[config.mk]
export PLATFORM = sky130hd
export DESIGN_NAME = pixel_uart_tx_flat
export DESIGN_NICKNAME = d
export VERILOG_FILES = /design/src/rtl/pixel_uart_tx_if.sv /design/src/rtl/pixel_uart_tx.sv /design/src/flat_wrapper.sv
export SDC_FILE = /design/constraint.sdc
export NUM_CORES = 1
export LEC_CHECK = 0
export ABC_AREA = 1
export BUFFER_PORTS_ARGS = -buffer_cell sky130_fd_sc_hd__buf_2
export CAP_MARGIN = 20
export CORE_UTILIZATION = 35
export CTS_CLUSTER_DIAMETER = 30
export DETAILED_ROUTE_END_ITERATION = 8
export SETUP_SLACK_MARGIN = 0.4
export SYNTH_ARGS = -nofsm -noshare
export SYNTH_HDL_FRONTEND = slang
export SYNTH_SLANG_ARGS = --single-unit
[constraint.sdc]
create_clock -name clk -period 5.1 [get_ports clk]
set_input_delay 0.51 -clock clk [delete_from_list [all_inputs] [get_ports clk]]
set_output_delay 0.51 -clock clk [all_outputs]
set_load 0.1 [all_outputs]
[src/rtl/pixel_uart_tx_if.sv]
// Frame-buffer read port plus frame control handshake between the pixel
// sender (master) and the frame source / host logic (slave).
interface pixel_uart_tx_if #(
   parameter int ADDR_W = 16
);
   logic              start;
   logic              busy;
   logic              frame_done;
   logic              rd_en;
   logic [ADDR_W-1:0] rd_addr;
   logic [23:0]       rd_data;

   modport master (
      input  start,
      input  rd_data,
      output busy,
      output frame_done,
      output rd_en,
      output rd_addr
   );

   modport slave (
      output start,
      output rd_data,
      input  busy,
      input  frame_done,
      input  rd_en,
      input  rd_addr
   );
endinterface

[src/rtl/pixel_uart_tx.sv]
// Streams one frame (header byte, then R,G,B per pixel) from the frame buffer
// over UART 8N1, with its own baud timing, serializer and sequencing FSM.
module pixel_uart_tx #(
   parameter int          CLK_HZ     = 100_000_000,
   parameter int          BAUD       = 9600,
   parameter int          NUM_PIXELS = 40800,
   parameter logic [7:0]  HEADER     = 8'hAA,
   parameter int          ADDR_W     = 16
) (
   input  logic             clk,
   input  logic             reset,
   pixel_uart_tx_if.master  fb,
   output logic             tx_o
);

   localparam int                BIT_CYCLES = CLK_HZ / BAUD;
   localparam int                BAUD_W     = (BIT_CYCLES > 1) ? $clog2(BIT_CYCLES) : 1;
   localparam logic [BAUD_W-1:0] BAUD_LAST  = BAUD_W'(BIT_CYCLES - 1);
   localparam logic [ADDR_W-1:0] LAST_IDX   = ADDR_W'(NUM_PIXELS - 1);
   localparam logic [3:0]        STOP_BIT   = 4'd9;

   typedef enum logic [2:0] {
      IDLE, HDR, FETCH, LATCH, SEND_R, SEND_G, SEND_B, DONE
   } state_e;

   state_e              state_q;
   logic [BAUD_W-1:0]   baud_cnt_q;
   logic [3:0]          bit_cnt_q;
   logic [ADDR_W-1:0]   idx_q;
   logic [ADDR_W-1:0]   rd_addr_q;
   logic [23:0]         pixel_q;
   logic                tx_q;
   logic                busy_q;
   logic                rd_en_q;
   logic                frame_done_q;

   logic                sending;
   logic                byte_done;
   logic [7:0]          cur_byte;

   // Byte currently on the line is selected by state, so the serializer
   // reads straight from the header constant or the latched pixel.
   always_comb begin
      cur_byte = HEADER;
      sending  = 1'b1;
      case (state_q)
         HDR:     cur_byte = HEADER;
         SEND_R:  cur_byte = pixel_q[23:16];
         SEND_G:  cur_byte = pixel_q[15:8];
         SEND_B:  cur_byte = pixel_q[7:0];
         default: sending  = 1'b0;
      endcase
   end

   assign byte_done = sending && (bit_cnt_q == STOP_BIT) && (baud_cnt_q == BAUD_LAST);

   always_ff @(posedge clk or posedge reset) begin
      if (reset) begin
         state_q      <= IDLE;
         baud_cnt_q   <= '0;
         bit_cnt_q    <= '0;
         idx_q        <= '0;
         rd_addr_q    <= '0;
         pixel_q      <= '0;
         tx_q         <= 1'b1;
         busy_q       <= 1'b0;
         rd_en_q      <= 1'b0;
         frame_done_q <= 1'b0;
      end else begin
         rd_en_q      <= 1'b0;
         frame_done_q <= 1'b0;

         // NOTE: the state case below assigns tx_q again when a new byte starts;
         // with non-blocking assignments the last one in the block wins.
         if (sending) begin
            if (baud_cnt_q == BAUD_LAST) begin
               baud_cnt_q <= '0;
               bit_cnt_q  <= byte_done ? 4'd0 : bit_cnt_q + 4'd1;
               tx_q       <= (bit_cnt_q < 4'd8) ? cur_byte[bit_cnt_q[2:0]] : 1'b1;
            end else begin
               baud_cnt_q <= baud_cnt_q + BAUD_W'(1);
            end
         end

         case (state_q)
            IDLE: begin
               if (fb.start) begin
                  state_q    <= HDR;
                  busy_q     <= 1'b1;
                  idx_q      <= '0;
                  tx_q       <= 1'b0;
                  baud_cnt_q <= '0;
                  bit_cnt_q  <= '0;
               end
            end
            HDR: begin
               if (byte_done) begin
                  state_q   <= FETCH;
                  rd_en_q   <= 1'b1;
                  rd_addr_q <= idx_q;
               end
            end
            FETCH: state_q <= LATCH;
            LATCH: begin
               // Read data arrives one cycle after the strobe, i.e. now.
               pixel_q <= fb.rd_data;
               tx_q    <= 1'b0;
               state_q <= SEND_R;
            end
            SEND_R: begin
               if (byte_done) begin
                  tx_q    <= 1'b0;
                  state_q <= SEND_G;
               end
            end
            SEND_G: begin
               if (byte_done) begin
                  tx_q    <= 1'b0;
                  state_q <= SEND_B;
               end
            end
            SEND_B: begin
               if (byte_done) begin
                  if (idx_q == LAST_IDX) begin
                     state_q      <= DONE;
                     busy_q       <= 1'b0;
                     frame_done_q <= 1'b1;
                  end else begin
                     idx_q     <= idx_q + ADDR_W'(1);
                     rd_addr_q <= idx_q + ADDR_W'(1);
                     rd_en_q   <= 1'b1;
                     state_q   <= FETCH;
                  end
               end
            end
            DONE:    state_q <= IDLE;
            default: state_q <= IDLE;
         endcase
      end
   end

   assign tx_o          = tx_q;
   assign fb.busy       = busy_q;
   assign fb.rd_en      = rd_en_q;
   assign fb.rd_addr    = rd_addr_q;
   assign fb.frame_done = frame_done_q;

endmodule

[src/flat_wrapper.sv]
// flat-port wrapper written by rule: the top's interface ports become plain ports
module pixel_uart_tx_flat 
#(
   parameter int          CLK_HZ     = 100_000_000,
   parameter int          BAUD       = 9600,
   parameter int          NUM_PIXELS = 40800,
   parameter logic [7:0]  HEADER     = 8'hAA,
   parameter int          ADDR_W     = 16
)
  (clk, reset, tx_o, fb_start, fb_rd_data, fb_busy, fb_frame_done, fb_rd_en, fb_rd_addr);
  pixel_uart_tx_if #(.ADDR_W(ADDR_W)) fb_i ();
  input  logic clk;
  input  logic reset;
  output logic tx_o;
  input wire logic [$bits(fb_i.start)-1:0] fb_start;
  input wire logic [$bits(fb_i.rd_data)-1:0] fb_rd_data;
  output wire logic [$bits(fb_i.busy)-1:0] fb_busy;
  output wire logic [$bits(fb_i.frame_done)-1:0] fb_frame_done;
  output wire logic [$bits(fb_i.rd_en)-1:0] fb_rd_en;
  output wire logic [$bits(fb_i.rd_addr)-1:0] fb_rd_addr;
  assign fb_i.start = fb_start;
  assign fb_i.rd_data = fb_rd_data;
  assign fb_busy = fb_i.busy;
  assign fb_frame_done = fb_i.frame_done;
  assign fb_rd_en = fb_i.rd_en;
  assign fb_rd_addr = fb_i.rd_addr;
  pixel_uart_tx #(.CLK_HZ(CLK_HZ), .BAUD(BAUD), .NUM_PIXELS(NUM_PIXELS), .HEADER(HEADER), .ADDR_W(ADDR_W)) u_core (.clk(clk), .reset(reset), .fb(fb_i), .tx_o(tx_o));
endmodule
After elaboration in Yosys (flattened, before gate mapping)
Index checks and enable logic that the tools add are counted.
W data, S select, Z words.
{ "op_classes": {"muxes": 43, "order_cmp": 2, "reduce_logical": 11, "eq_ne": 17, "addsub": 3} }
{ "op_table": {"columns": ["operator", "count"], "rows": [
  ["$mux W16", 4],
  ["$pmux W16 S2", 2],
  ["$mux W14", 4],
  ["$pmux W3 S8", 1],
  ["$pmux W8 S3", 1],
  ["$mux W4", 5],
  ["$mux W3", 6],
  ["$add A16 B1 Y16 const B", 1],
  ["$eq A16 B16 Y1 const B", 1],
  ["$mux W1", 16],
  ["$add A14 B1 Y14 const B", 1],
  ["$eq A14 B14 Y1 const B", 1],
  ["$eq A3 B3 Y1 const B", 4],
  ["$reduce_and A4 Y1", 3],
  ["$ne A2 B1 Y1 const B", 5],
  ["$eq A3 B2 Y1 const B", 2],
  ["$reduce_and A5 Y1", 1],
  ["$add A4 B1 Y4 const B", 1],
  ["$eq A4 B4 Y1 const B", 1],
  ["$lt A3 B4 Y1 const B", 1],
  ["$lt A4 B4 Y1 const B", 1],
  ["$ne A2 B2 Y1 const B", 2],
  ["$pmux W1 S2", 2],
  ["$reduce_bool A2 Y1", 2],
  ["7 further kinds", 8]
]} }
{ "totals": {"reg_bits": 81, "out_inout_bits": 20} }

Logic depth before layout (Yosys ltp)
Gate-level depths: netlist of the first run.
{ "depth": {"ltp_word": 10, "mapped_depth": 14, "ltp_nobuf": 13} }

Worst setup path before layout of the first run
OpenSTA, ideal clock, no wires.
{ "synth_timing": {"path_kind": "register -> register", "from": "register u_core.idx_q[1]", "to": "register u_core.rd_addr_q[3] (netlist: u_core.fb.rd_addr[3])", "slack_ns": 3.462, "setup_time_ns": 0.115, "required_time_ns": 4.985, "stages_incl_launch_ff": 14, "arrival_ns": 1.524, "synth_period_minus_slack_ns": 1.638, "cell_sequence": "dfrtp_1 -> ha_1 -> nand2_1 -> nor2_2 -> nand4_1 -> nor2_4 -> inv_2 -> nand2_4 -> nand2_2 -> nand2_2 -> buf_6 -> nand2_2 -> o21ai_2 -> inv_2"} }
{ "synth_between": {"elab_chain_len": 4, "elab_cells_between_ends": 7, "cone_classes": "1 x add/sub; 2 x eq/ne; 3 x mux; 1 x reduce/logical"} }
{ "synth_lines": {"columns": ["item", "line_no", "text"], "rows": [
  ["start, declared", "pixel_uart_tx.sv:29", "logic [ADDR_W-1:0] idx_q;"],
  ["start signal, assigned", "pixel_uart_tx.sv:129", "idx_q <= idx_q + ADDR_W'(1);"],
  ["$add A16 B1 Y16", "pixel_uart_tx.sv:130", "rd_addr_q <= idx_q + ADDR_W'(1);"],
  ["$mux W16", "pixel_uart_tx.sv:124", "if (idx_q == LAST_IDX) begin"],
  ["$mux W16", "pixel_uart_tx.sv:123", "if (byte_done) begin"],
  ["$pmux W16 S2", "pixel_uart_tx.sv:85", "case (state_q)"],
  ["end signal, assigned", "pixel_uart_tx.sv:100", "rd_addr_q <= idx_q;"],
  ["end signal, assigned", "pixel_uart_tx.sv:130", null],
  ["end, declared", "pixel_uart_tx.sv:30", "logic [ADDR_W-1:0] rd_addr_q;"]
]} }
Several ways; a longest one is shown, not always the timed one. The select of a mux whose other input is x is not followed.
A chain may end at the register's enable or synchronous reset.

Worst setup path in the final report of the first run
{ "layout_timing": {"from": "register u_core.state_q[2]", "to": "register u_core.idx_q[7]"} }
{ "layout_between": {"elab_chain_len": 7, "elab_cells_between_ends": 15, "cone_classes": "7 x eq/ne; 2 x mux; 6 x reduce/logical"} }
{ "layout_lines": {"columns": ["item", "line_no", "text"], "rows": [
  ["start, declared", "pixel_uart_tx.sv:26", "state_e state_q;"],
  ["start signal, assigned", "pixel_uart_tx.sv:59", "state_q <= IDLE;"],
  ["start signal, assigned", "pixel_uart_tx.sv:88", "state_q <= HDR;"],
  ["start signal, assigned", "pixel_uart_tx.sv:98", "state_q <= FETCH;"],
  ["$eq A3 B1 Y1 (tied with other cells)", "pixel_uart_tx.sv:46", "case (state_q)"],
  ["$reduce_or A4 Y1 (no source line)", null, null],
  ["$mux W1", "pixel_uart_tx.sv:46", null],
  ["$logic_and A1 B1 Y1 (2 in a row)", "pixel_uart_tx.sv:55", "assign byte_done = sending && (bit_cnt_q == STOP_BIT) && (baud_cnt_q == BAUD_LAST);"],
  ["$ne A2 B1 Y1 (no source line)", null, null],
  ["$reduce_and A4 Y1 (no source line)", null, null]
]} }
Several ways; a longest one is shown, not always the timed one.

==> results of run 1 <==
-- cells by family after synthesis --
logic type / after synthesis / share of synthesized area, %
AO/OA/AOI/OAI: 66 / 8.86
XOR/XNOR: 5 / 0.975
adder cells (fa/ha/maj): 5 / 1.39
buffers and inverters: 85 / 7.89
flip-flops: 81 / 45.2
AND/OR/NAND/NOR: 362 / 35.7
-- registers in the layout, summed over array words and instances, names as in the netlist --
name	flops
u_core.pixel_q	24
u_core.fb.rd_addr	16
u_core.idx_q	16
u_core.baud_cnt_q	14
u_core.bit_cnt_q	4
u_core.state_q	3
u_core.fb.busy	1
u_core.fb.frame_done	1
u_core.fb.rd_en	1
u_core.tx_o	1
-- power by group through the flow --
stage / logic, uW / registers [uW] / clock network, uW
6_report: 38.0 / 659 / 715
5_1_grt: 44.7 / 659 / 761
4_1_cts: 37.1 / 659 / 729
3_5_place_dp: 37.1 / 670 / 0
3_3_place_gp: 35.8 / 670 / 0
2_1_floorplan: 20.4 / 668 / 0
-- path summary, 6_finish.rpt --
path	start	endpoint	slack (ns)	cells past startpoint
max in group asynchronous	reset	u_core.pixel_q[23]$_DFFE_PP0P_	4.23	4
min	reset	u_core.fb.rd_addr[1]$_DFFE_PP0P_	0.27	3
max	u_core.state_q[2]$_DFFE_PP0P_	u_core.idx_q[7]$_DFFE_PP0P_	2.45	6
min reg2reg	u_core.pixel_q[18]$_DFFE_PP0P_	u_core.pixel_q[18]$_DFFE_PP0P_	0.47	2
min in group clk	fb_rd_data[7]	u_core.pixel_q[7]$_DFFE_PP0P_	0.37	3
max reg2reg	u_core.state_q[2]$_DFFE_PP0P_	u_core.idx_q[7]$_DFFE_PP0P_	2.45	6
-- Yosys cell counts, types with 2 or more instances --
cell type	n	area (um2)
nand2_4	3	33.8
nand3_1	45	225
nor3_1	16	80.1
xor2_1	5	43.8
nor2_4	2	22.5
dfrtp_1	80	2000
o21ai_0	19	95.1
inv_2	12	45.0
buf_2	7	35.0
nand4_1	25	156
a21oi_1	17	85.1
o21ai_2	3	26.3
nor2_2	5	31.3
or2_2	2	12.5
nor2_1	40	150
nand2_2	10	62.6
buf_6	3	33.8
nand2_1	210	788
inv_1	56	210
ha_1	5	62.6
a211oi_1	2	15.0
clkbuf_1	5	18.8
o21ai_1	17	85.1
-- final cells by class --
| type | count | share of cell area, % |
|---|---|---|
| clock buffers | 11 | 4.85 |
| clock inverters | 5 | 1.49 |
| inverters | 69 | 5.04 |
| multi-input cells | 438 | 40.4 |
| flip-flops and latches | 81 | 38.9 |
| well taps | 172 | 4.13 |
| repair buffers | 49 | 5.23 |
-- worst register-to-register path, stage by stage (launching register included) --
cell and delay (ns):
dfrtp_1 0.76, nand3_1 0.51, inv_2 0.54, nand2_1 0.22, o211ai_4 0.32, nand2_1 0.12
o21ai_1 0.10
-- layer usage --
| layer | vias up | routed length [um] | part of all wire [%] |
|---|---|---|---|
| met5 | - | 0 | 0 |
| met1 | 1873 | 4590 | 45 |
| li1 | 2034 | - | - |
| met4 | 0 | 133 | 1.3 |
| met2 | 82 | 4960 | 49 |
| met3 | 13 | 450 | 4.4 |
-- metrics by stage --
step | total power (uW) | hold slack, ns | utilization (%) | instances | worst slack [ns]
detailed placement | 707 | 0.463 | 38.7 | 808 | 2.46
finish | 1410 | 0.267 | 41.5 | 825 | 2.45
floorplan | 688 | 0.442 | - | 604 | 2.51
global placement | 706 | 0.460 | 38.7 | 808 | 2.59
CTS | 1420 | 0.356 | 41.3 | 824 | 2.45
global route | 1460 | 0.299 | 41.5 | 825 | 2.12
==> impl_metrics.toml, run 1 <==
[global_routing]
antenna_found_initial = 0
use_met1_pct = 21.0
track_usage_pct = 16.9
grt_pass1_vias = 3853
grtUsageMet2_pct = 28.7
grt_max_degree = 82
overflow = 0
grt_busiest_layer = "met2"
globalRouteMet3Util_pct = 3.48
grt_pass1_wl_um = 17500

[layout]
antenna_cells = 0
multi_input_area_mm2 = 0.00211
drive_gt1_share_pct = 17.3
seqCellArea_mm2 = 0.00203
nets = 680
nFillCells = 1314
final_cell_mix = "nand2_1, dfrtp_1, inv_1"
syn_to_final_growth_pct = 16.2
layout_commonest_cell = "nand2_1"
stdcell_area_mm2 = 0.00522

[worst_setup_path]
crit_path_frequent_cell = "nand2_1"
critPathCaptureType = "register"
worst-path-buf-inv = 1
cp-start-kind = "register"
worstPathCellList = "nand3_1 > inv_2 > nand2_1 > o211ai_4 > nand2_1 > o21ai_1"
critPathTopFamily = "simple AND/OR/NAND/NOR gates"
crit_required_ns = 5.37
critical_path_arrival_ns = 2.91
cp_max_fo = 27
slowest_delay_ns = 0.76
worst_path_max_delay_cell = "dfrtp_1"
criticalPathCategory = "reg2reg"

[route]
avgRoutedWirePerCell_um = 12.3
routed_wl_um = 10100
num_vias = 4002
drt_first_pass_iters = 5
drt-vias-per-instance = 4.85
antenna_left = 0
drt-initial-drc-count = 228
route.detailed.drc = 0

[yosys]
synth-edff-count = 0
syn_nets = 636
yosysWarnings = 0
synthFlopType = "dfrtp_1"
postSynthCellCount = 604
syn_avg_cell_area_um2 = 7.43
ys_seq_elements = 81
syn-cell-area_mm2 = 0.00449
synthDistinctLibCells = 38
synth-async-reset-ratio_pct = 100
ys_seq_area_share_pct = 45.2

[power_and_ir_drop]
p_int_uw = 1120
combinationalPowerShare_pct = 2.7
p_leak_uw = 0.00265
power_frac_seq_pct = 46.7
powerDensity_mw_per_mm2 = 271
peakVddDrop_v = 0.000119
switching_power_uw = 290
p_clk_share_pct = 50.6
switching_share_pct = 20.6

[floorplan]
die_y_um = 115
core_mm2 = 0.0126
io_pins = 47
rows = 41
die_width_um = 115
dieArea_mm2 = 0.0133
start_util_pct = 35.7

[hold_path]
hp-class = "in2async"

[sta]
skew_ns = 0.00623
setup_tns_ns = 0
setup_viol = 0
hold_viol_final = 0
final_max_slew_viol_count = 0
fin_crit_sh_pct = 51.9
slew_headroom_pct = 55.3
rsz0062_at_grt = "no"
period_needed_ns = 2.65
max_slew.worst_pin.slew_ns = 0.667
fmax_mhz = 378

[clock_tree]
clock-sinks = 81
cts_setup_buffers = 0
root_buffer = "clkbuf_16"
cts-htree-levels = 3
clk_pin_slew_ns = 0.06
cts_hold_buf = 0
ctsResizeCount = 0
clock_latency_ns = 0.34
cts_tree = "yes"
clockBufferDepth = 2
cts_made_buffers = 9

[status]
outcome = "completed"

[placement]
io_buffers = 46
dpl.hpwl_um = 7290
gp_congestion = 0.837
placed_area_mm2 = 0.00486

[job]
maxCapViolations = 0
(Power assumes the default switching activity.)
==> inputs of run 2 (changes only) <==
Settings changed: ABC_AREA 1 to 0.
Clock period 5.1 ns to 2.7 ns, I/O delays scaled along.
==> run 2 against run 1 <==
Compared with the run above: combinational power increased to 7.8 times the previous value; utilization increased by 1.4 points; setup slack got worse by 1.9 ns; largest power group is now registers; sequential power increased by 120%; hold slack got worse by 0.22 ns; the run now ends with design-rule violations left; clock skew increased by 0.0027 ns; first-iteration DRC count decreased by 24%; critical path type unchanged; final cell count decreased by 24%; sequential share of layout area increased by 2.2 points; global-route usage decreased by 1.7 points; synthesized cell count decreased by 29%.
==> impl_metrics.toml, run 2 <==
[status]
outcome = "finished, violations left"
failed_checks = "design-rule violations"

[placement]
dpl.hpwl_um = 6210
gp_congestion = 0.829
dp_cells = 606
io_buffers = 46

[clock_tree]
cts_hold_buf = 0
clock-sinks = 81
cts-htree-levels = 3
cts_made_buffers = 9
clockBufferDepth = 2
clock_latency_ns = 0.34
cts_tree = "yes"
root_buffer = "clkbuf_16"
clk_pin_slew_ns = 0.06

[sta]
fmax_mhz = 459
slew_headroom_pct = 52.6
max_slew.worst_pin.slew_ns = 0.706
fin_crit_sh_pct = 80.8
skew_ns = 0.00896
setup_tns_ns = 0
rsz0062_at_grt = "yes"
final_max_slew_viol_count = 0
hold_viol_final = 0
setup_viol = 0
period_needed_ns = 2.18

[route]
drt_first_pass_iters = 6
drt-vias-per-instance = 5.21
num_vias = 3253
route.detailed.drc = 6
avgRoutedWirePerCell_um = 14.1
drt-initial-drc-count = 173
antenna_left = 0
routed_wl_um = 8790

[power_and_ir_drop]
peakVddDrop_v = 0.000313
p_leak_uw = 0.00215
powerDensity_mw_per_mm2 = 602

[yosys]
synth-edff-count = 0
postSynthCellCount = 429
synthTopCellsByArea = "dfrtp_1, mux2_2, o21ai_0, nand2_1, xnor2_1"
synthDistinctLibCells = 53
synth.most_common_cell = "dfrtp_1"
ys_seq_elements = 81
netlist.top_cell.by_area = "dfrtp_1"
ys_top_cells_by_count = "dfrtp_1, nand2_1, o21ai_0, nor2_1, mux2_2"
synthFlopType = "dfrtp_1"
ys_seq_area_share_pct = 48.6
syn_avg_cell_area_um2 = 9.72
syn-cell-area_mm2 = 0.00417
yosysWarnings = 0
synth_top_area_share_pct = 48.0
synth-async-reset-ratio_pct = 100
syn_nets = 461

[floorplan]
io_pins = 47
dieArea_mm2 = 0.0124
rows = 39
die_y_um = 111
start_util_pct = 36.2
core_mm2 = 0.0115
die_width_um = 111

[worst_setup_path]
r2r-start = "u_core.baud_cnt_q[0]$_DFF_PP0_"
crit_required_ns = 2.96
criticalPathCategory = "reg2reg"
critical_path_arrival_ns = 2.45
reg2regPathDepth = 6
cp_max_fo = 4
rrSetupSlack_ns = 0.52
reg2reg_to = "u_core.bit_cnt_q[3]$_DFF_PP0_"
critPathCaptureType = "register"
cp-start-kind = "register"

[global_routing]
grt_max_degree = 82
grt_pass1_vias = 3137
overflow = 0
track_usage_pct = 15.2
antenna_found_initial = 0
grt_pass1_wl_um = 15100

[layout]
layout_commonest_cell = "dfrtp_1"
stdcell_count = 624
drive_gt1_share_pct = 24.7
top_register = "u_core.pixel_q"
final_cell_mix = "dfrtp_1, buf_2, nand2_1"
syn_to_final_growth_pct = 18.4
nets = 508
largest_reg_flops = 24
antenna_cells = 0

[hold_path]
hp-class = "in2async"

[job]
maxCapViolations = 0
run 2: cell count changes after synthesis, moves of 12 or more:
cell	previous run	this run
nand3_1	45	23
inv_1	56	10
o21ai_0	19	34
nand4_1	25	9
mux2_2	0	27
xnor2_1	0	15
nand2_1	210	45
inv_2	12	0
run 2: cells by family (layout without fill, tap and decap cells):
group | count (synthesis) | in the layout | share of synthesized area (%)
AOI/OAI and AO/OA | 96 | 96 | 13.5
xor gates and xnor gates | 22 | 22 | 4.62
adders and majority gates | 5 | 5 | 1.50
buffers and inverters | 35 | 87 | 3.78
DFF | 81 | 81 | 48.6
muxes | 34 | 34 | 8.97
and+or+nand+nor | 156 | 156 | 19.0
run 2: worst max path at each step:
stage	cells past startpoint	start	end
finish	6	u_core.baud_cnt_q[0]$_DFF_PP0_	u_core.bit_cnt_q[3]$_DFF_PP0_
global route	9	u_core.state_q[0]$_DFFE_PP0P_	u_core.idx_q[6]$_DFFE_PP0P_
CTS	7	u_core.state_q[1]$_DFFE_PP0P_	u_core.idx_q[13]$_DFFE_PP0P_
detailed placement	7	u_core.state_q[1]$_DFFE_PP0P_	u_core.idx_q[13]$_DFFE_PP0P_
global placement	7	u_core.state_q[1]$_DFFE_PP0P_	u_core.idx_q[4]$_DFFE_PP0P_
floorplan	7	u_core.state_q[1]$_DFFE_PP0P_	u_core.bit_cnt_q[3]$_DFF_PP0_
run 2: area by class of cell:
| class | instances | area, um2 |
|---|---|---|
| clock buffer | 11 | 253 |
| timing repair buffer | 61 | 355 |
| clock inverter | 5 | 63.8 |
| sequential | 81 | 2030 |
| inverter | 10 | 41.3 |
| fill | 1130 | 6580 |
| multi-input combinational | 313 | 2020 |
| tap | 143 | 179 |
run 2: per-stage QoR:
step	area, um2	setup WS [ns]	hold WS (ns)	power [uW]	utilization, %
after global routing	4940	0.371	0.0920	3120	42.9
after CTS	4910	0.405	0.0733	3020	42.6
after global placement	4580	0.460	0.429	1720	39.8
after detailed placement	4580	0.358	0.436	1740	39.8
final	4940	0.519	0.0466	2980	42.9
after floorplan	4180	0.540	0.421	1640	-
run 2: critical path, stage by stage, from the launching register on:
cell and delay, ns:
dfrtp_1 0.39, ha_1 0.20, nand2_1 0.10, or4b_4 0.53, or3_1 0.38, or3_1 0.35, a21oi_1 0.14
run 2: where the power goes:
group	internal, uW	switching (uW)
registers	1310	112
clock network	771	489
logic	138	159
total	2220	760
run 2: what timing repair did:
item,4_1_cts,5_1_grt
buffers inserted,2,0
pin swaps,0,1
gates resized for setup,0,8
setup endpoints to repair,2,30
run 2: metal layers:
layer  GRT usage [%]  vias to the layer above  routed length (um)
met1            19.7                     1548                4070
met4            4.59                        0                 123
li1                -                     1624                   -
met3            3.72                       13                 335
met2            25.0                       68                4260
met5               0                        -                   0
==> inputs of run 3 (changes only) <==
Settings changed: ABC_AREA 0 to 1.
Clock period 2.7 ns to 1.8 ns, I/O delays scaled along.
==> run 3 against run 2 <==
Compared with the run above: the run now ends clean; final cell count is 47% higher; critical path depth rose by 2; flip-flop and latch count unchanged; clock-buffer cell count decreased by 1; utilization grew 10 points; combinational power is 60% lower; setup slack got worse by 0.42 ns; final area rose by 35%; first-iteration DRC count rose by 63%; largest power group is now clock.
==> impl_metrics.toml, run 3 (synthesis gave the netlist of run 1 again) <==
[route]
route.met2.wl_um = 6510
route.detailed.drc = 0
drt-initial-drc-count = 282
topRoutingLayerUsed = "met4"
num_vias = 4571
antenna_left = 0
drt-vias-per-instance = 4.97
m1WireLength_um = 5640
routed_wl_um = 13000
drt_first_pass_iters = 5
wl_met3_um = 573
avgRoutedWirePerCell_um = 14.1

[sta]
fmax_mhz = 586
period_needed_ns = 1.71
rsz0062_at_grt = "yes"
hold_viol_final = 0
fin_crit_sh_pct = 94.7
setup_tns_ns = 0
skew_ns = 0.00792
final_max_slew_viol_count = 0
slew_headroom_pct = 59.5
max_slew.worst_pin.slew_ns = 0.607
setup_viol = 0

[layout]
nFillCells = 1136
syn_to_final_growth_pct = 49.0
final_cell_mix = "nand2_1, dfrtp_1, buf_4"
antenna_cells = 0
stdcell_count = 920
multi_input_area_mm2 = 0.00268
final_util_pct = 53.2
nets = 775
stdcell_area_mm2 = 0.00669
seqCellArea_mm2 = 0.00204
layout_commonest_cell = "nand2_1"
drive_gt1_share_pct = 41.7
top_register = "u_core.pixel_q"
largest_reg_flops = 24

[floorplan]
die_y_um = 115
die_width_um = 115
dieArea_mm2 = 0.0133
core_mm2 = 0.0126
rows = 41
io_pins = 47
start_util_pct = 35.7

[clock_tree]
cts-htree-levels = 3
cts_made_buffers = 9
cts_tree = "yes"
root_buffer = "clkbuf_16"
clock_latency_ns = 0.36
clock-sinks = 81
clk_pin_slew_ns = 0.06
clockBufferDepth = 2

[global_routing]
track_usage_pct = 19.8
grt_pass1_vias = 4307
overflow = 0
grt_pass1_wl_um = 20300
antenna_found_initial = 0
grt_max_degree = 25

[worst_setup_path]
cp_max_fo = 6
cp-start-kind = "register"
crit_required_ns = 2.05
criticalPathCategory = "reg2reg"
critPathCaptureType = "register"
critical_path_arrival_ns = 1.95

[placement]
dp_cells = 836
io_buffers = 46
gp_congestion = 0.863
dpl.hpwl_um = 7720
placed_area_mm2 = 0.00517

[power_and_ir_drop]
power_uw = 3870
p_leak_uw = 0.00324
peakVddDrop_v = 0.000521
powerDensity_mw_per_mm2 = 578

[job]
maxCapViolations = 0

[status]
outcome = "completed"

[hold_path]
hp-class = "in2reg"
run 3: cell count changes in the layout (fill, tap and decap cells not counted), moves of 10 or more:
cell | previous run | this run
xnor2_1 | 15 | 0
mux2_2 | 27 | 0
nand2_4 | 1 | 11
nand2_2 | 2 | 37
inv_1 | 9 | 44
buf_6 | 0 | 19
nor2_4 | 0 | 16
inv_2 | 0 | 16
nand2_1 | 43 | 173
a21oi_1 | 23 | 10
o21ai_0 | 33 | 12
nand3_1 | 23 | 34
nand4_1 | 9 | 25
buf_4 | 14 | 60
run 3: final timing paths:
path / slack, ns / end / from / cells past startpoint
hold reg to reg: 0.48 / u_core.fb.rd_addr[9]$_DFFE_PP0P_ / u_core.fb.rd_addr[9]$_DFFE_PP0P_ / 2
max in group asynchronous: 0.71 / u_core.state_q[0]$_DFFE_PP0P_ / reset / 4
min in group asynchronous: 0.44 / u_core.fb.rd_addr[2]$_DFFE_PP0P_ / reset / 3
hold / removal: 0.02 / u_core.pixel_q[18]$_DFFE_PP0P_ / fb_rd_data[18] / 3
setup / recovery: 0.09 / u_core.fb.rd_addr[6]$_DFFE_PP0P_ / u_core.baud_cnt_q[4]$_DFF_PP0_ / 8
setup reg to reg: 0.09 / u_core.fb.rd_addr[6]$_DFFE_PP0P_ / u_core.baud_cnt_q[4]$_DFF_PP0_ / 8
run 3: layout make-up:
cell class / instances / area share (%)
Timing Repair Buffer: 137 / 17.0
Clock inverter: 6 / 1.01
Multi-Input combinational cell: 442 / 40.1
Sequential cell: 81 / 30.4
Timing Repair inverter: 3 / 0.318
Tap cell: 172 / 3.22
Inverter: 69 / 4.42
Clock buffer: 10 / 3.42
run 3: routing by layer:
metal	GRT usage (%)	up-vias
met4	7.27	0
met3	4.22	22
met1	24.8	2197
li1	-	2236
met2	33.7	116
met5	0	-
run 3: repair_timing:
item,in CTS,in global routing
pin swaps,47,37
setup endpoints to repair,82,81
endpoints found under the hold margin,21,0
hold buffers,1,0
setup buffers,36,19
cloned,8,4
gates resized for setup,99,73
run 3: stage by stage:
step,worst slack (ns),hold slack [ns]
global placement,0.0613,0.292
floorplan,0.176,0.297
detailed placement,-0.00327,0.291
global route,0.0198,0.0332
finish,0.0947,0.0221
CTS,0.143,0.0151
run 3: critical path: stages (launching register included):
cell	delay, ns
dfrtp_2	0.45
nor2_4	0.14
nand4_1	0.17
nor3_4	0.20
nand2_2	0.11
nor2_4	0.26
nand2_8	0.10
o21ai_1	0.12
inv_1	0.05
run 3: where the power goes:
group | total [uW] | leakage [uW] | internal (uW) | switching, uW
combinational | 118 | 0.00207 | 50.9 | 67.4
sequential | 1870 | 0.00103 | 1850 | 20.1
clock | 1880 | 0.000139 | 1080 | 802
total | 3870 | 0.00324 | 2980 | 889
